[src/rtl/pc_sequencer_if.sv]
// Instruction-memory fetch channel between the PC sequencer and instruction memory.
// A transfer happens on any cycle where if_req and if_ack are both high;
// if_rdata is valid in that same cycle.
interface pc_sequencer_if;
   logic        if_req;
   logic [31:0] if_addr;
   logic        if_ack;
   logic [31:0] if_rdata;

   modport master (
      output if_req,
      output if_addr,
      input  if_ack,
      input  if_rdata
   );

   modport slave (
      input  if_req,
      input  if_addr,
      output if_ack,
      output if_rdata
   );
endinterface

[src/rtl/pc_sequencer.sv]
// Fetch-side PC controller: owns the fetch PC, issues instruction-memory
// requests, buffers one response against decode stall, and redirects fetch
// when the branch unit reports a next-PC other than the fall-through.
module pc_sequencer #(
   parameter logic [31:0] RESET_PC = 32'h0000_0000,
   parameter logic [31:0] TRAP_VEC = 32'h0000_0100
) (
   input  logic          clk,
   input  logic          rst_n,
   input  logic          stall,
   pc_sequencer_if.master imem,
   output logic          id_valid,
   output logic [31:0]   id_pc,
   output logic [31:0]   id_instr,
   input  logic          br_valid,
   input  logic [31:0]   br_pc,
   input  logic [31:0]   br_next_pc,
   output logic          flush,
   output logic          misalign,
   output logic [31:0]   mispred_cnt
);

   localparam logic [31:0] NOP = 32'h0000_0013;

   typedef enum logic [1:0] {
      ST_BOOT  = 2'd0,
      ST_RUN   = 2'd1,
      ST_DRAIN = 2'd2
   } state_t;

   state_t      state_q, state_d;
   logic [31:0] pc_q, pc_d;
   logic [31:0] drain_addr_q, drain_addr_d;
   logic        hb_valid_q, hb_valid_d;
   logic [31:0] hb_pc_q, hb_pc_d;
   logic [31:0] hb_instr_q, hb_instr_d;
   logic        id_valid_q, id_valid_d;
   logic [31:0] id_pc_q, id_pc_d;
   logic [31:0] id_instr_q, id_instr_d;
   logic        flush_q, flush_d;
   logic        misalign_q, misalign_d;
   logic [31:0] cnt_q, cnt_d;

   logic        req_s;
   logic [31:0] addr_s;
   logic        xfer_s;
   logic        redirect_s;
   logic        tgt_misalign_s;
   logic [31:0] target_s;

   // A redirect is any resolved next-PC that is not the fall-through address.
   assign redirect_s     = br_valid && (br_next_pc != (br_pc + 32'd4));
   assign tgt_misalign_s = (br_next_pc[1:0] != 2'b00);
   assign target_s       = tgt_misalign_s ? TRAP_VEC : br_next_pc;
   assign xfer_s         = req_s && imem.if_ack;

   // State register.
   always_ff @(posedge clk or negedge rst_n) begin
      if (!rst_n) begin
         state_q <= ST_BOOT;
      end else begin
         state_q <= state_d;
      end
   end

   // Next-state logic: DRAIN swallows the request left outstanding by a redirect.
   always_comb begin
      state_d = state_q;
      case (state_q)
         ST_BOOT:  state_d = ST_RUN;
         ST_RUN: begin
            if (redirect_s && req_s && !imem.if_ack) begin
               state_d = ST_DRAIN;
            end else begin
               state_d = ST_RUN;
            end
         end
         ST_DRAIN: begin
            if (imem.if_ack) begin
               state_d = ST_RUN;
            end else begin
               state_d = ST_DRAIN;
            end
         end
         default:  state_d = ST_BOOT;
      endcase
   end

   // Fetch request outputs; a full hold buffer suppresses new requests.
   always_comb begin
      req_s  = 1'b0;
      addr_s = pc_q;
      case (state_q)
         ST_BOOT: begin
            req_s  = 1'b0;
            addr_s = pc_q;
         end
         ST_RUN: begin
            req_s  = !hb_valid_q;
            addr_s = pc_q;
         end
         ST_DRAIN: begin
            req_s  = 1'b1;
            addr_s = drain_addr_q;
         end
         default: begin
            req_s  = 1'b0;
            addr_s = pc_q;
         end
      endcase
   end

   // Datapath next-state: redirect overrides stall, transfers and hold-buffer drain.
   always_comb begin
      pc_d         = pc_q;
      drain_addr_d = drain_addr_q;
      hb_valid_d   = hb_valid_q;
      hb_pc_d      = hb_pc_q;
      hb_instr_d   = hb_instr_q;
      id_valid_d   = id_valid_q;
      id_pc_d      = id_pc_q;
      id_instr_d   = id_instr_q;
      flush_d      = 1'b0;
      misalign_d   = 1'b0;
      cnt_d        = cnt_q;
      if (redirect_s) begin
         pc_d       = target_s;
         hb_valid_d = 1'b0;
         id_valid_d = 1'b0;
         flush_d    = 1'b1;
         misalign_d = tgt_misalign_s;
         cnt_d      = cnt_q + 32'd1;
         if ((state_q == ST_RUN) && req_s && !imem.if_ack) begin
            drain_addr_d = addr_s;
         end else begin
            drain_addr_d = drain_addr_q;
         end
      end else if (xfer_s && (state_q == ST_RUN)) begin
         pc_d = pc_q + 32'd4;
         if (!stall && !hb_valid_q) begin
            id_valid_d = 1'b1;
            id_pc_d    = pc_q;
            id_instr_d = imem.if_rdata;
         end else begin
            hb_valid_d = 1'b1;
            hb_pc_d    = pc_q;
            hb_instr_d = imem.if_rdata;
         end
      end else if (!stall && hb_valid_q) begin
         id_valid_d = 1'b1;
         id_pc_d    = hb_pc_q;
         id_instr_d = hb_instr_q;
         hb_valid_d = 1'b0;
      end else if (!stall) begin
         // Decode took the last instruction and nothing new arrived.
         id_valid_d = 1'b0;
      end else begin
         id_valid_d = id_valid_q;
      end
   end

   // Datapath registers.
   always_ff @(posedge clk or negedge rst_n) begin
      if (!rst_n) begin
         pc_q         <= RESET_PC;
         drain_addr_q <= RESET_PC;
         hb_valid_q   <= 1'b0;
         hb_pc_q      <= 32'h0000_0000;
         hb_instr_q   <= NOP;
         id_valid_q   <= 1'b0;
         id_pc_q      <= 32'h0000_0000;
         id_instr_q   <= NOP;
         flush_q      <= 1'b0;
         misalign_q   <= 1'b0;
         cnt_q        <= 32'h0000_0000;
      end else begin
         pc_q         <= pc_d;
         drain_addr_q <= drain_addr_d;
         hb_valid_q   <= hb_valid_d;
         hb_pc_q      <= hb_pc_d;
         hb_instr_q   <= hb_instr_d;
         id_valid_q   <= id_valid_d;
         id_pc_q      <= id_pc_d;
         id_instr_q   <= id_instr_d;
         flush_q      <= flush_d;
         misalign_q   <= misalign_d;
         cnt_q        <= cnt_d;
      end
   end

   assign imem.if_req  = req_s;
   assign imem.if_addr = addr_s;
   assign id_valid     = id_valid_q;
   assign id_pc        = id_pc_q;
   assign id_instr     = id_instr_q;
   assign flush        = flush_q;
   assign misalign     = misalign_q;
   assign mispred_cnt  = cnt_q;

endmodule

[src/flat_wrapper.sv]
// flat-port wrapper written by rule: the top's interface ports become plain ports
module pc_sequencer_flat 
#(
   parameter logic [31:0] RESET_PC = 32'h0000_0000,
   parameter logic [31:0] TRAP_VEC = 32'h0000_0100
)
  (clk, rst_n, stall, id_valid, id_pc, id_instr, br_valid, br_pc, br_next_pc, flush, misalign, mispred_cnt, imem_if_req, imem_if_addr, imem_if_ack, imem_if_rdata);
  pc_sequencer_if imem_i ();
  input  logic clk;
  input  logic rst_n;
  input  logic stall;
  output logic id_valid;
  output logic [31:0] id_pc;
  output logic [31:0] id_instr;
  input  logic br_valid;
  input  logic [31:0] br_pc;
  input  logic [31:0] br_next_pc;
  output logic flush;
  output logic misalign;
  output logic [31:0] mispred_cnt;
  output wire logic [$bits(imem_i.if_req)-1:0] imem_if_req;
  output wire logic [$bits(imem_i.if_addr)-1:0] imem_if_addr;
  input wire logic [$bits(imem_i.if_ack)-1:0] imem_if_ack;
  input wire logic [$bits(imem_i.if_rdata)-1:0] imem_if_rdata;
  assign imem_if_req = imem_i.if_req;
  assign imem_if_addr = imem_i.if_addr;
  assign imem_i.if_ack = imem_if_ack;
  assign imem_i.if_rdata = imem_if_rdata;
  pc_sequencer #(.RESET_PC(RESET_PC), .TRAP_VEC(TRAP_VEC)) u_core (.clk(clk), .rst_n(rst_n), .stall(stall), .imem(imem_i), .id_valid(id_valid), .id_pc(id_pc), .id_instr(id_instr), .br_valid(br_valid), .br_pc(br_pc), .br_next_pc(br_next_pc), .flush(flush), .misalign(misalign), .mispred_cnt(mispred_cnt));
endmodule
[config.mk]
export PLATFORM = sky130hd
export DESIGN_NAME = pc_sequencer_flat
export DESIGN_NICKNAME = d
export VERILOG_FILES = /design/src/rtl/pc_sequencer_if.sv /design/src/rtl/pc_sequencer.sv /design/src/flat_wrapper.sv
export SDC_FILE = /design/constraint.sdc
export NUM_CORES = 1
export LEC_CHECK = 0
export CAP_MARGIN = 10
export CORE_MARGIN = 2
export CORE_UTILIZATION = 53
export DETAILED_ROUTE_END_ITERATION = 8
export MAX_ROUTING_LAYER = met4
export PLACE_DENSITY = 0.88
export SLEW_MARGIN = 20
export SYNTH_ARGS = -nofsm -noshare
export SYNTH_HDL_FRONTEND = slang
export SYNTH_SLANG_ARGS = --single-unit
[constraint.sdc]
create_clock -name clk -period 3.6 [get_ports clk]
set_input_delay 0.72 -clock clk [delete_from_list [all_inputs] [get_ports clk]]
set_output_delay 0.72 -clock clk [all_outputs]
set_load 0.005 [all_outputs]
# Word-level counts from Yosys, hierarchy flattened
# Index checks and enable logic that the tools add are counted.
[totals]
register_bits = 230
in_bits = 101
[op_classes]
mux = 25
n_reduce_logical = 22
eq_ne = 7
n_addsub = 3
bitwise = 2
[ops]
columns = ["cell", "n"]
rows = [
  ["$mux 32", 10],
  ["$add 32x3->32 const B", 2],
  ["$add 32x1->32 const B", 1],
  ["$ne 32x32->1", 1],
  ["$mux 1", 11],
  ["$logic_and 1x1->1", 9],
  ["$ne 3x2->1 const B", 2],
  ["$pmux 2 s3", 1],
  ["$reduce_and 2->1", 3],
  ["$reduce_and 3->1", 2],
  ["$reduce_bool 2->1", 3],
  ["$mux 2", 2],
  ["$ne 4x1->1 const B", 1],
  ["$logic_not 1->1", 3],
  ["$reduce_bool 3->1", 1],
  ["$eq 2x1->1 const B", 1],
  ["$eq 2x2->1 const B", 1],
  ["$logic_not 2->1", 1],
  ["$ne 2x2->1 const B", 1],
  ["$not 1->1", 2],
  ["$pmux 1 s2", 1],
]

# Longest topological paths before layout
# Gate-level depths: netlist of the first run.
[logic_depth]
ltp_word = 7
mapped_depth = 12

# Worst setup path before layout of the first run
# No wires, ideal clock.
[synth_path]
path_type = "input to register"
start = "input br_pc[12]"
end = "register u_core.id_instr_q[10] (netlist: u_core.id_instr[10])"
n_path_buf = 3
cell_stages = 11
arrival_time_ns = 3.609
path_slack_ns = -0.136
t_required_ns = 3.473
setup_time_ns = 0.127
cell_sequence = "clkbuf_1 -> and4_1 -> nand4_2 -> nor4_2 -> nor2_1 -> or4b_1 -> o41ai_4 -> and3b_1 -> buf_2 -> buf_6 -> mux2_1"
[synth_via]
elab_chain_len = 5
[synth_rtl]
columns = ["element", "line_no", "text"]
rows = [
  ["start, declared", "flat_wrapper.sv:16", "input logic [31:0] br_pc;"],
  ["$add 32x3->32", "pc_sequencer.sv:52", "assign redirect_s = br_valid && (br_next_pc != (br_pc + 32'd4));"],
  ["$ne 32x32->1", "pc_sequencer.sv:52", ""],
  ["$logic_and 1x1->1", "pc_sequencer.sv:52", ""],
  ["$not 1->1 (no source line)", "--", ""],
  ["$reduce_and 3->1 (no source line)", "--", ""],
  ["end signal, assigned", "pc_sequencer.sv:184", "id_instr_q <= id_instr_d;"],
  ["end, declared", "pc_sequencer.sv:39", "logic [31:0] id_instr_q, id_instr_d;"],
]
# Every way passes these cells.
# A chain may end at the register's enable or synchronous reset.

# Worst setup path after layout of the first run
[layout_path]
start = "input br_pc[10]"
end = "register u_core.hb_pc_q[6]"
[layout_via]
elab_chain_len = 5
[layout_rtl]
columns = ["element", "line_no", "text"]
rows = [
  ["$add 32x3->32", "pc_sequencer.sv:52", ""],
  ["$ne 32x32->1", "pc_sequencer.sv:52", ""],
  ["$logic_and 1x1->1", "pc_sequencer.sv:52", ""],
  ["$not 1->1 (no source line)", "--", ""],
  ["$reduce_and 3->1 (no source line)", "--", ""],
  ["end signal, assigned", "pc_sequencer.sv:180", "hb_pc_q <= hb_pc_d;"],
  ["end, declared", "pc_sequencer.sv:35", "logic [31:0] hb_pc_q, hb_pc_d;"],
]
# Every way passes these cells.

==> run_results.csv, run 1 <==
group,metric,value,unit
layout,design_area,0.0170,mm2
critical_path,crit_fanout,5,
clock_tree,clk_path_buf_depth,3,
synthesis,synth_warnings,0,
place,dp_worst_setup_slack,-911,ps
critical_path,rr_endpoint,"u_core.pc_q[31]",
place,globalplace.congestion,0.972,
synthesis,ys_ff_latch,230,
layout,stdcell_count,1689,
place,dp_hpwl,23.8,mm
timing,skew,10.2,ps
critical_path,crit_end,"u_core.hb_pc_q[6]",
clock_tree,htree_levels,1,
die,num_rows,55,
critical_path,rr_startpoint,"u_core.state_q[0]",
critical_path,cp_data_arrival_time,4000,ps
run_status,outcome,"finished clean",
pwr,vdd_drop_max,450,uV
routing,wl,35.9,mm
routing,via_per_inst,5.83,
hold_path,hold_class,"input pin to async pin",
critical_path,max_stage_delay,440,ps
critical_path,crit_path_cell_trace,"dlygate4sd2_1 -> nand4_1 -> buf_4 -> or4_4 -> o2bb2ai_4 -> a2111oi_4 -> buf_4 -> o2111ai_4 -> o41ai_4 -> buf_4 -> o211ai_4 -> buf_6 -> clkbuf_16 -> mux2_4",
global_routing,grt_pass1_vias,10200,
critical_path,path_common_cell,"buf_4",
synthesis,yosysSeqAreaShare,0.480,
critical_path,crit_start,"br_pc[10]",
routing,via_count,9850,
place,port_buffers,232,
critical_path,slowest_stage,"or4_4",
timing,tightest_slew,776,ps
die,die_area,0.0239,mm2
routing,wl_per_cell,21.3,um
clock_tree,cts_root_buf,"clkbuf_16",
synthesis,syn_area_per_cell,11.7,um2
die,ios,233,
layout,layout.nets,1487,
clock_tree,numCtsBuffers,25,
layout,syn_to_final_growth,41.9,%
place,placed_cell_area,0.0155,mm2
timing,final-max-slew-violation-count,0,
die,die_y,154,um
clock_tree,clock_latency,530,ps
place,dp_cells,1618,
timing,setup_viol,0,
synthesis,synth.distinct_cells,60,
critical_path,endpoint_kind,"flip-flop",
synthesis,ys_dominant_reg_cell,"dfrtp_1",
critical_path,startpoint_type,"input pin",
timing,fmax,0.279,GHz
clock_tree,cts_hold_buf,0,
critical_path,cp.required,4010,ps
synthesis,synth_fp_nets,1137,
synthesis,synth_edf_count,0,
pwr,p_per_area,628,mW/mm2
critical_path,r2r_setup_slack,380,ps
global_routing,grt_max_degree,90,
routing,drt_iter0_markers,621,
synthesis,async_reset_ff_frac,1.00,
global_routing,grt_pass1_wl,54.7,mm
global_routing,grt-ovfl-total,0,
run,drv_cap,0,
timing,slew_headroom,0.481,
synthesis,netlist_instances,1029,
die,start_util,0.535,
timing,fin_ws,11.7,ps
die,core-area,0.0224,mm2
synthesis,synth_area,0.0120,mm2
pwr,static-leakage-power,7.56,nW
die,die_x,154,um
timing,whs,176,ps
pwr,finalPower,0.0107,W
timing,fin_crit,3590,ps
timing,min_period_over_period,0.997,
layout,nFillCells,1394,
clock_tree,cts_tree,"done",
critical_path,rr_worst_depth,11,
timing,hold_viol_final,0,
clock_tree,path_clk_slew,60,ps
global_routing,antenna_found_initial,6,
critical_path,critPathKind,"input pin to flip-flop",
routing,dr.pass1.iters,5,
global_routing,grtUsageTotal,0.296,
routing,drcViolationCount,0,
routing,final_antenna_net_count,0,
layout,drive_gt1_frac,0.281,
clock_tree,cts.sinks,230,
-- state kept, by name (all words and copies together) (netlist names) --
signal               count
u_core.drain_addr_q     32
u_core.hb_pc_q          32
u_core.misalign          1
u_core.flush             1
u_core.hb_valid_q        1
u_core.id_instr         32
u_core.mispred_cnt      32
u_core.pc_q             32
u_core.id_valid          1
u_core.id_pc            32
u_core.state_q           2
u_core.hb_instr_q       32
-- final cells by class --
cell class / instances / area (um2) / share of cell area
repair buffers: 378 / 3670 / 0.216
diodes: 6 / 15.0 / 0.000882
inverters: 13 / 48.8 / 0.00287
clock inverters: 11 / 190 / 0.0112
well taps: 285 / 357 / 0.0209
flip-flops and latches: 230 / 5760 / 0.338
multi-input cells: 731 / 6260 / 0.368
clock buffers: 35 / 723 / 0.0425
-- what timing repair did --
item                       CTS  global route
gates resized for setup     54            39
pin swaps                   14            12
setup buffers               11             3
gates cloned                 4             1
setup endpoints to repair  202           132
-- cells by family after synthesis --
| kind of cell | Yosys count | synth area share |
|---|---|---|
| and+or+nand+nor | 263 | 0.117 |
| muxes | 262 | 0.245 |
| DFF | 230 | 0.480 |
| AOI/OAI and AO/OA | 100 | 0.0515 |
| xor gates and xnor gates | 99 | 0.0722 |
| buffers and inverters | 68 | 0.0266 |
| adders and majority gates | 7 | 0.00730 |
-- cell usage in the layout (no fill, tap or decap), drive strengths merged, types with 14 or more instances in the layout --
master / synthesis / layout
nor4: 24 / 24
nor3: 22 / 22
buf: 26 / 145
and3: 26 / 26
nand3: 29 / 29
a21oi: 56 / 56
xor2: 63 / 63
clkbuf: 29 / 37
inv: 13 / 14
mux2: 255 / 255
clkdlybuf4s50: 0 / 213
nor2: 36 / 36
nand2: 62 / 62
dfrtp: 224 / 224
xnor2: 36 / 36
nand4: 21 / 21
-- layer usage --
metal	share of wire	up-vias	wire, um	global-route usage
li1	-	4428	-	-
met1	0.39	4921	13900	0.353
met2	0.51	393	18400	0.502
met3	0.062	108	2230	0.0524
met4	0.039	0	1420	0.117
met5	0	-	0	-
-- how the worst min path moves through the flow --
stage | slack, ps | from | endpoint | cells past startpoint
finish | 180 | rst_n | u_core.id_instr[6] | 1
detailed placement | 460 | u_core.mispred_cnt[31] | u_core.mispred_cnt[31] | 1
global placement | 460 | u_core.mispred_cnt[31] | u_core.mispred_cnt[31] | 1
global route | 240 | rst_n | u_core.hb_instr_q[5] | 1
floorplan | 420 | rst_n | u_core.drain_addr_q[0] | 0
CTS | 210 | rst_n | u_core.hb_instr_q[5] | 1
-- power breakdown --
group,switching (W),internal (W),leakage [nW]
Combinational,0.00145,0.00229,4.24
Clock,0.00110,0.00176,0.447
Sequential,0.000585,0.00352,2.87
-- synth_stat cells, types with 4 or more instances --
library cell | count | area share
inv_1 | 13 | 0.0041
buf_6 | 6 | 0.0056
nand3_1 | 29 | 0.012
mux2_2 | 135 | 0.13
nor4_1 | 23 | 0.012
mux2_1 | 120 | 0.11
dfstp_2 | 6 | 0.013
clkbuf_1 | 29 | 0.0091
a21oi_1 | 56 | 0.023
xor2_1 | 63 | 0.046
and4_1 | 7 | 0.0051
nor2b_1 | 4 | 0.0021
nor2_1 | 36 | 0.011
nand4_1 | 20 | 0.010
or4_1 | 4 | 0.0025
xnor2_1 | 36 | 0.026
nand2_1 | 62 | 0.019
buf_1 | 5 | 0.0016
and3_1 | 26 | 0.014
mux2i_1 | 7 | 0.0058
dfrtp_1 | 224 | 0.47
ha_1 | 7 | 0.0073
o21ai_0 | 13 | 0.0054
buf_2 | 15 | 0.0063
or3_1 | 6 | 0.0031
nor3_1 | 21 | 0.0088
-- critical path, delay by kind of cell --
family                 cells  cell delay [ps]
muxes                      1              300
AOI/OAI and AO/OA          5             1130
and+or+nand+nor            2              620
buffers and inverters      6             1220
-- stage by stage --
step	util	TNS [ps]
5_1_grt	0.759	-1970
2_1_floorplan	-	0
6_report	0.759	0
4_1_cts	0.749	0
3_5_place_dp	0.692	-163910
3_3_place_gp	0.692	-167190
(Power assumes the default switching activity.)
==> inputs of run 2 (changes only) <==
--- a/config.mk
+++ b/config.mk
@@ -9,6 +9,7 @@
 export CORE_MARGIN = 2
 export CORE_UTILIZATION = 53
 export DETAILED_ROUTE_END_ITERATION = 8
+export GPL_TIMING_DRIVEN = 0
 export MAX_ROUTING_LAYER = met4
 export PLACE_DENSITY = 0.88
 export SLEW_MARGIN = 20
==> run 2 against run 1 <==
Against the previous run: the run now ends with setup timing left; register-to-register slack worse by 210 ps; clock skew rose by 1.4 ps; final cell count decreased by 4.9%; core utilization decreased by 5.0 points; first-iteration DRC count rose by 15%; die area unchanged; total power decreased by 4.9%; non-clock buffer count down 83; combinational power is 6.7% lower; worst hold slack got worse by 79 ps; cell area fell by 6.6%; highest routed layer unchanged.
==> run_results.csv, run 2 (synthesized netlist as in run 1, its figures left out) <==
group,metric,value,unit
die,die_x,154,um
global_routing,grtUsageTotal,0.289,
global_routing,grt_max_degree,94,
clock_tree,cts.sinks,230,
place,globalplace.congestion,0.914,
global_routing,antenna_found_initial,7,
routing,wl_per_cell,21.2,um
global_routing,grt-ovfl-total,0,
routing,final_antenna_net_count,0,
pwr,vdd_drop_max,360,uV
pwr,intPower,0.00717,W
layout,most-common-layout-cells,"dfrtp_1 (224), clkdlybuf4s50_1 (206), mux2_2 (135)",
run_status,outcome,"complete, but fails checks",
timing,fin_ws,-11.1,ps
timing,min_period_over_period,1.00,
layout,post-route-util,0.709,
timing,final-max-slew-violation-count,0,
clock_tree,clock_latency,540,ps
timing,hold_viol_final,0,
pwr,pwr-share-comb,0.343,
layout,final_common_cell,"dfrtp_1",
layout,nFillCells,1578,
die,die_y,154,um
place,dp_worst_setup_slack,-1780,ps
routing,drt_iter0_markers,714,
critical_path,cp_data_arrival_time,4020,ps
die,num_rows,55,
pwr,swShare,0.295,
run_status,failed_checks,"setup timing",
place,port_buffers,226,
pwr,switchingPower,0.00301,W
die,start_util,0.535,
timing,tightest_slew,673,ps
routing,via_count,9449,
clock_tree,cts_root_buf,"clkbuf_16",
place,dp_hpwl,24.0,mm
timing,fmax,0.277,GHz
hold_path,hold_class,"input pin to async pin",
pwr,p_per_area,640,mW/mm2
global_routing,grt_pass1_vias,9654,
pwr,static-leakage-power,6.86,nW
die,ios,233,
layout,layout.nets,1405,
run,drv_cap,0,
layout,syn_to_final_growth,32.5,%
pwr,power_frac_clock,0.258,
routing,dr.pass1.iters,5,
critical_path,cp.required,4010,ps
critical_path,critPathKind,"input pin to flip-flop",
layout,seq_area,0.00576,mm2
critical_path,endpoint_kind,"flip-flop",
routing,drcViolationCount,0,
timing,setup_viol,4,
timing,whs,97.6,ps
global_routing,grt_pass1_wl,53.0,mm
clock_tree,cts_tree,"done",
critical_path,startpoint_type,"input pin",
pwr,p_seq_frac,0.399,
layout,multi_input_area,0.00616,mm2
clock_tree,path_clk_slew,60,ps
timing,rsz0062_at_grt,"yes",
layout,drive_gt1_frac,0.207,
timing,slew_headroom,0.550,
clock_tree,clk_path_buf_depth,3,
timing,fin_crit,3610,ps
die,die_area,0.0239,mm2
clock_tree,numCtsBuffers,25,
routing,via_per_inst,5.88,
clock_tree,htree_levels,1,
die,core-area,0.0224,mm2
routing,wl,34.1,mm
timing,skew,11.6,ps
critical_path,crit_fanout,10,
[run 2: repair_timing]
action	CTS	global route
setup buffers	10	2
cloned	3	0
hold buffers	0	0
resized for setup	74	34
setup endpoints to repair	257	229
pin swaps	8	6
hold endpoints to repair	0	0
[run 2: layout make-up]
| class | instances | share of cell area |
|---|---|---|
| inverter | 13 | 0.00307 |
| tap | 285 | 0.0224 |
| clock buffer | 35 | 0.0436 |
| sequential | 230 | 0.362 |
| timing repair buffer | 242 | 0.152 |
| buffer | 53 | 0.0197 |
| multi-input combinational | 732 | 0.387 |
| clock inverter | 9 | 0.00873 |
| antenna | 8 | 0.00126 |
[run 2: through the flow]
step / TNS (ps) / total power, W / cell area [um2] / cells
finish: -28.3 / 0.0102 / 15900 / 1607
detailed placement: -360390 / 0.00747 / 14700 / 1542
global route: -633 / 0.0107 / 15900 / 1606
global placement: -2150900 / 0.00727 / 14600 / 1540
floorplan: 0 / 0.00582 / 12000 / 1029
CTS: 0 / 0.0102 / 15800 / 1598
[run 2: routing by layer]
layer	up-vias	wire, um	GRT usage
li1	4260	-	-
met1	4717	14000	0.372
met2	370	16600	0.469
met3	102	2070	0.0443
met4	0	1440	0.101
met5	-	0	-
[run 2: final timing paths]
| path | start | to | slack (ps) | cells after the start |
|---|---|---|---|---|
| worst max-delay path | br_next_pc[0] | u_core.id_pc[22] | -10 | 12 |
| worst min-delay path | rst_n | u_core.id_instr[5] | 100 | 1 |
| worst max register to register | u_core.state_q[0] | u_core.pc_q[31] | 170 | 11 |
| worst min register to register | u_core.mispred_cnt[31] | u_core.mispred_cnt[31] | 470 | 1 |
| max in group asynchronous | rst_n | u_core.mispred_cnt[29] | 2260 | 3 |
| min in group clk | u_core.mispred_cnt[31] | u_core.mispred_cnt[31] | 470 | 1 |
[run 2: power groups by stage]
stage | logic (W) | clock network, W | registers [W]
after floorplan | 0.00186 | 0 | 0.00397
after global placement | 0.00325 | 0 | 0.00402
after detailed placement | 0.00338 | 0 | 0.00408
after global routing | 0.00376 | 0.00276 | 0.00417
final | 0.00349 | 0.00262 | 0.00406
after CTS | 0.00350 | 0.00265 | 0.00406
[run 2: critical path, stage by stage]
cell and delay (ps):
clkdlybuf4s50_1 470, xor2_1 180, nor4_2 380, nand3_1 210, a2111oi_4 410, o2111ai_2 210
o41ai_4 250, buf_6 160, and3b_2 240, bufbuf_16 290, buf_6 150, mux2_1 330
==> inputs of run 3 (changes only) <==
--- a/config.mk
+++ b/config.mk
@@ -9,10 +9,11 @@
 export CORE_MARGIN = 2
 export CORE_UTILIZATION = 53
 export DETAILED_ROUTE_END_ITERATION = 8
-export GPL_TIMING_DRIVEN = 0
+export GPL_TIMING_DRIVEN = 1
 export MAX_ROUTING_LAYER = met4
 export PLACE_DENSITY = 0.88
 export SLEW_MARGIN = 20
 export SYNTH_ARGS = -nofsm -noshare
 export SYNTH_HDL_FRONTEND = slang
 export SYNTH_SLANG_ARGS = --single-unit
+export TNS_END_PERCENT = 30
==> results of run 3 <==
Same layout as run 1: the final DEF is identical, and so are final timing and power.
==> patch 1, RTL diff (settings of run 1) <==
Re-encode `state_t` (3 states) as one-hot, 3 bits wide.
--- a/src/rtl/pc_sequencer.sv
+++ b/src/rtl/pc_sequencer.sv
@@ -23,8 +23,8 @@
    localparam logic [31:0] NOP = 32'h0000_0013;
 
-   typedef enum logic [1:0] {
-      ST_BOOT  = 2'd0,
-      ST_RUN   = 2'd1,
-      ST_DRAIN = 2'd2
+   typedef enum logic [2:0] {
+      ST_BOOT  = 3'b001,
+      ST_RUN   = 3'b010,
+      ST_DRAIN = 3'b100
    } state_t;
 
Function: no difference found for any inputs over 4 cycles, from zero or initial values and one cycle with rst_n low; so few cycles prove little.
==> patch 1 against run 1 <==
  * Worst hold slack better by 0.057 ns
  * Final area down 6.9%
  * Sequential cell count up 1
  * Wire length down 9.0%
  * Critical endpoint is now u_core.id_pc[0]
  * Via count about the same
  * Synthesized area down 0.97%
  * Setup slack better by 0.065 ns
  * Critical path type unchanged
  * Total power down 14%
==> patch 1: results (changes against run 1) <==
[status]
status = complete, no violations

[clock_network]
cts_buffer_depth = 3  ; unchanged
clockRootBuffer = clkbuf_16
cts_max_level = 1  ; unchanged
cts_made_buffers = 24  ; -4.0%
clkLatencyLatePin_ns = 0.52

[worst_setup_path]
worstPathArrival_ns = 3.92  ; -0.08 ns
critPathMaxStageDelay_ns = 0.59  ; +0.15 ns
path_max_fanout = 19  ; +14
crit_family = simple AND/OR/NAND/NOR gates

[synthesis]
synth_common_cells = dfrtp_1, nand2_1, mux2_2
syn_nets = 1219  ; +7.2%
yosysUniqueCellTypes = 57  ; -5.0%
synthTopCellsByArea = dfrtp_1, mux2_2, nand2_1, xnor2_1, nand4_1
yosysSeqAreaShare_pct = 48.7  ; +0.69 points
async_reset_ff_share_pct = 100  ; unchanged
yosysWarnings = 0  ; unchanged

[placed_design]
dp_slack_ns = -0.571  ; +0.340 ns
place_hpwl_um = 22800  ; -4.3%
gp_congestion = 0.934  ; -3.9%
portBuffers = 232  ; unchanged

[power]
ir_drop_v = 0.000409  ; -9.1%
p_leak_nw = 7.10  ; -6.0%

[grt]
grt_pass1_vias = 10172  ; -0.25%
track_usage_pct = 28.2  ; -1.4 points
grt_max_degree = 108  ; +20%
antenna_found_initial = 0  ; -6
grt_pass1_wl_um = 52800  ; -3.4%

[finish]
finish.net_count = 1499  ; +0.81%
antennaDiodeCount = 0  ; -6
final_layout_size_suffix_gt1_share_pct = 21.9  ; -6.2 points
fillers = 1479  ; +6.1%

[sta]
max_slew.worst_pin.slew_ns = 0.851  ; +0.0744 ns
slew_viol_final = 0  ; unchanged
clock_skew_ns = 0.0127  ; +0.00251 ns

[detailed_routing]
wl_per_cell_um = 19.3  ; -9.2%
vias = 9851  ; +0.010%
drt_first_iter_violations = 753  ; +21%

[hold_path]
hp-class = input pin to asynchronous set/reset pin

[patch 1: final timing paths]
kind | end | slack [ns] | cells past startpoint | from
worst max-delay path | u_core.id_pc[0] | 0.08 | 12 | br_pc[4]
worst min-delay path | u_core.mispred_cnt[29] | 0.23 | 1 | rst_n
worst max register to register | u_core.mispred_cnt[29] | 1.03 | 9 | u_core.mispred_cnt[3]
worst min register to register | u_core.mispred_cnt[31] | 0.47 | 1 | u_core.mispred_cnt[31]
max in group asynchronous | u_core.drain_addr_q[10] | 2.42 | 2 | rst_n
min in group clk | u_core.mispred_cnt[31] | 0.47 | 1 | u_core.mispred_cnt[31]
[patch 1: cells by family after synthesis]
| kind of cell | synth area share, % |
|---|---|
| AO/OA/AOI/OAI | 4.00 |
| XOR/XNOR | 7.07 |
| adder cells (fa/ha/maj) | 0.316 |
| buffers and inverters | 3.21 |
| flip-flops | 48.7 |
| multiplexers | 18.7 |
| AND/OR/NAND/NOR | 18.0 |
[patch 1: timing repair]
action,CTS,global route
buffers inserted,0,2
pin swaps,1,3
resized for setup,3,9
setup endpoints to repair,29,181
gates cloned,0,1
[patch 1: cell type report]
type / instances / area share (%)
clock buffers: 35 / 4.44
clock inverters: 9 / 0.679
inverters: 10 / 0.237
multi-input cells: 813 / 36.4
flip-flops and latches: 231 / 36.5
well taps: 280 / 2.21
repair buffers: 315 / 19.5
[patch 1: power by group]
part / internal [mW] / switching, mW / total (mW)
registers: 3.42 / 0.527 / 3.94
clock network: 1.50 / 1.04 / 2.55
logic: 1.58 / 1.10 / 2.67
total: 6.50 / 2.67 / 9.17
[patch 1: routing by layer]
layer,up-vias,wire length (um),GRT usage [%],part of all wire (%)
met1,4882,13100,34.9,40
met3,98,2090,4.57,6.4
li1,4485,-,-,-
met5,-,0,-,0
met4,0,1370,11.8,4.2
met2,386,16200,46.2,49
[patch 1: stage by stage]
step / power, mW / util, % / cells / area, um^2
finish: 9.17 / 72.4 / 1693 / 15800
CTS: 9.17 / 72.0 / 1690 / 15800
global route: 9.63 / 72.4 / 1693 / 15800
global placement: 6.42 / 68.2 / 1646 / 14900
detailed placement: 6.59 / 68.2 / 1646 / 14900
floorplan: 5.20 / - / 1115 / 11900
==> patch 2, RTL diff (config.mk and constraints of run 1) <==
Made on the original files. `TRAP_VEC` is set to 32'h0000_0100 in 2 places; all go to 32'h000000C0.
--- a/src/rtl/pc_sequencer.sv
+++ b/src/rtl/pc_sequencer.sv
@@ -4,5 +4,5 @@
 module pc_sequencer #(
    parameter logic [31:0] RESET_PC = 32'h0000_0000,
-   parameter logic [31:0] TRAP_VEC = 32'h0000_0100
+   parameter logic [31:0] TRAP_VEC = 32'h000000C0
 ) (
    input  logic          clk,
--- a/src/flat_wrapper.sv
+++ b/src/flat_wrapper.sv
@@ -3,5 +3,5 @@
 #(
    parameter logic [31:0] RESET_PC = 32'h0000_0000,
-   parameter logic [31:0] TRAP_VEC = 32'h0000_0100
+   parameter logic [31:0] TRAP_VEC = 32'h000000C0
 )
   (clk, rst_n, stall, id_valid, id_pc, id_instr, br_valid, br_pc, br_next_pc, flush, misalign, mispred_cnt, imem_if_req, imem_if_addr, imem_if_ack, imem_if_rdata);
Formal check against the unedited RTL: not equivalent (a bounded check fails within 4 cycles, from zero or initial values and one cycle with rst_n low).
==> patch 2 against run 1 <==
  * Synthesized area increased by 1.4%
  * Wire length increased by 0.50%
  * Critical endpoint is now u_core.id_pc[8]
  * Sequential power decreased by 2%
  * Final area decreased by 1.4%
  * Total power decreased by 5.6%
  * Setup slack improved by 0.0047 ns
  * Combinational power decreased by 4%
  * Sequential cell count unchanged
==> patch 2: results (changes against run 1) <==
[grt]
antenna_found_initial = 0  ; -6
grt_pass1_wl_um = 54500  ; -0.37%
grt_max_degree = 76  ; -16%
track_usage_pct = 28.8  ; -0.81 points
grt_pass1_vias = 10275  ; +0.76%

[worst_setup_path]
setup.worst_path.start = br_pc[6]
crit_family = simple AND/OR/NAND/NOR gates
critPathMaxStageDelay_ns = 0.53  ; +0.09 ns
cp_slowest_cell = clkdlybuf4s50_1
r2r-start = u_core.state_q[1]
worstPathArrival_ns = 3.99  ; about the same
path_max_fanout = 9  ; +4
endpoint_kind = flop

[sta]
max_slew.worst_pin.slew_ns = 0.729  ; -0.0471 ns
clock_skew_ns = 0.0269  ; +0.0167 ns

[clock_network]
clk_pin_slew_ns = 0.06  ; about the same
cts_made_buffers = 25  ; unchanged
cts_max_level = 1  ; unchanged
clkLatencyLatePin_ns = 0.52
clockRootBuffer = clkbuf_16
cts_buffer_depth = 3  ; unchanged

[synthesis]
syn_nets = 1254  ; +10%
yosysWarnings = 0  ; unchanged
yosysUniqueCellTypes = 56  ; -6.7%
yosysSeqAreaShare_pct = 47.3  ; -0.68 points
synthTopCellsByArea = dfrtp_1, mux2_2, mux2_4, nand2_1, xor2_1
ys.flop_type = dfrtp_1
synth_common_cells = dfrtp_1, nand2_1, mux2_2
async_reset_ff_share_pct = 100  ; unchanged

[finish]
finish.net_count = 1579  ; +6.2%
antennaDiodeCount = 0  ; -6
final_layout_size_suffix_gt1_share_pct = 26.5  ; -1.7 points

[detailed_routing]
drt_first_iter_violations = 702  ; +13%
firstDrtPassIters = 5  ; unchanged
via_per_inst = 5.79  ; -0.71%
wl_per_cell_um = 20.4  ; -4.3%

[power]
p_leak_nw = 7.87  ; +4.2%
ir_drop_v = 0.000333  ; -26%

[placed_design]
portBuffers = 232  ; unchanged
place_hpwl_um = 24600  ; +3.4%
gp_congestion = 0.959  ; -1.3%

[hold_path]
hp-class = input pin to asynchronous set/reset pin

[status]
status = complete, no violations

[patch 2: changes by cell type after synthesis, moves of 7 or more]
cell	before	now
nor3_1	21	28
xnor2_1	36	44
nand3_1	29	51
o21ai_0	13	44
nand2_1	62	222
nor4_1	23	12
a21oi_1	56	12
xor2_1	63	51
mux2_1	120	0
nand4_1	20	37
clkbuf_1	29	38
and3_1	26	14
mux2_4	0	59
[patch 2: worst paths after layout]
check | end | slack [ns] | cells after the start
setup / recovery | u_core.id_pc[8] | 0.02 | 13
hold / removal | u_core.id_pc[1] | 0.17 | 1
setup reg to reg | u_core.id_pc[14] | 0.48 | 10
hold reg to reg | u_core.mispred_cnt[31] | 0.47 | 1
max in group asynchronous | u_core.id_instr[4] | 2.50 | 2
min in group clk | u_core.mispred_cnt[31] | 0.47 | 1
[patch 2: cell families (layout without fill, tap and decap cells)]
kind of cell	after synthesis	count (layout)	share of synthesized area (%)
compound gates	85	85	4.20
xor+xnor	95	95	6.83
fa+ha+maj	7	7	0.719
buf+inv	81	423	3.03
flops	230	230	47.3
mux	195	195	19.8
simple gates	453	454	18.1
[patch 2: report_power, final]
group / switching [mW] / leakage [nW] / internal, mW
clock network: 1.01 / 0.393 / 1.49
logic: 1.50 / 4.48 / 2.09
registers: 0.570 / 3.00 / 3.43
total: 3.09 / 7.87 / 7.01
[patch 2: layout make-up]
type	instances	area, um^2
Tap cell	285	357
Clock buffer	37	701
Timing Repair Buffer	360	3620
Sequential cell	230	5760
Multi-Input combinational cell	836	6190
Inverter	18	67.6
Fill cell	1452	5780
Clock inverter	8	93.8
[patch 2: worst register-to-register path: stages, from the launching register on]
cell and delay [ns]:
dfrtp_1 0.39, inv_1 0.09, ha_1 0.22, nor2b_1 0.16
o211ai_1 0.29, inv_1 0.14, and2_2 0.31, xnor2_1 0.42
or3_4 0.43, clkbuf_16 0.24, mux2_4 0.31
[patch 2: layer usage]
layer | wire [um] | vias up | track usage, %
met5 | 0 | - | -
met4 | 958 | 0 | 8.65
met3 | 2240 | 77 | 3.86
met2 | 17800 | 428 | 47.5
met1 | 15100 | 5108 | 37.5
li1 | - | 4659 | -
[patch 2: metrics by stage]
step                      setup WS (ns)  hold WS, ns  instances  total power, mW  instance area [um^2]
final                            0.0164        0.170       1774             10.1                 16800
after global placement           -0.511        0.462       1712             7.21                 15600
after detailed placement         -0.566        0.470       1712             7.44                 15600
after CTS                        0.0273        0.184       1758             9.96                 16400
after floorplan                 0.00446        0.424       1146             5.81                 12200
after global routing            -0.0807        0.225       1774             10.6                 16800
[patch 2: repair_timing]
item / 4_1_cts / 5_1_grt
buffers inserted: 1 / 4
cloned: 0 / 12
pin swaps: 1 / 16
resized for setup: 1 / 39
endpoints found under the setup margin: 73 / 128
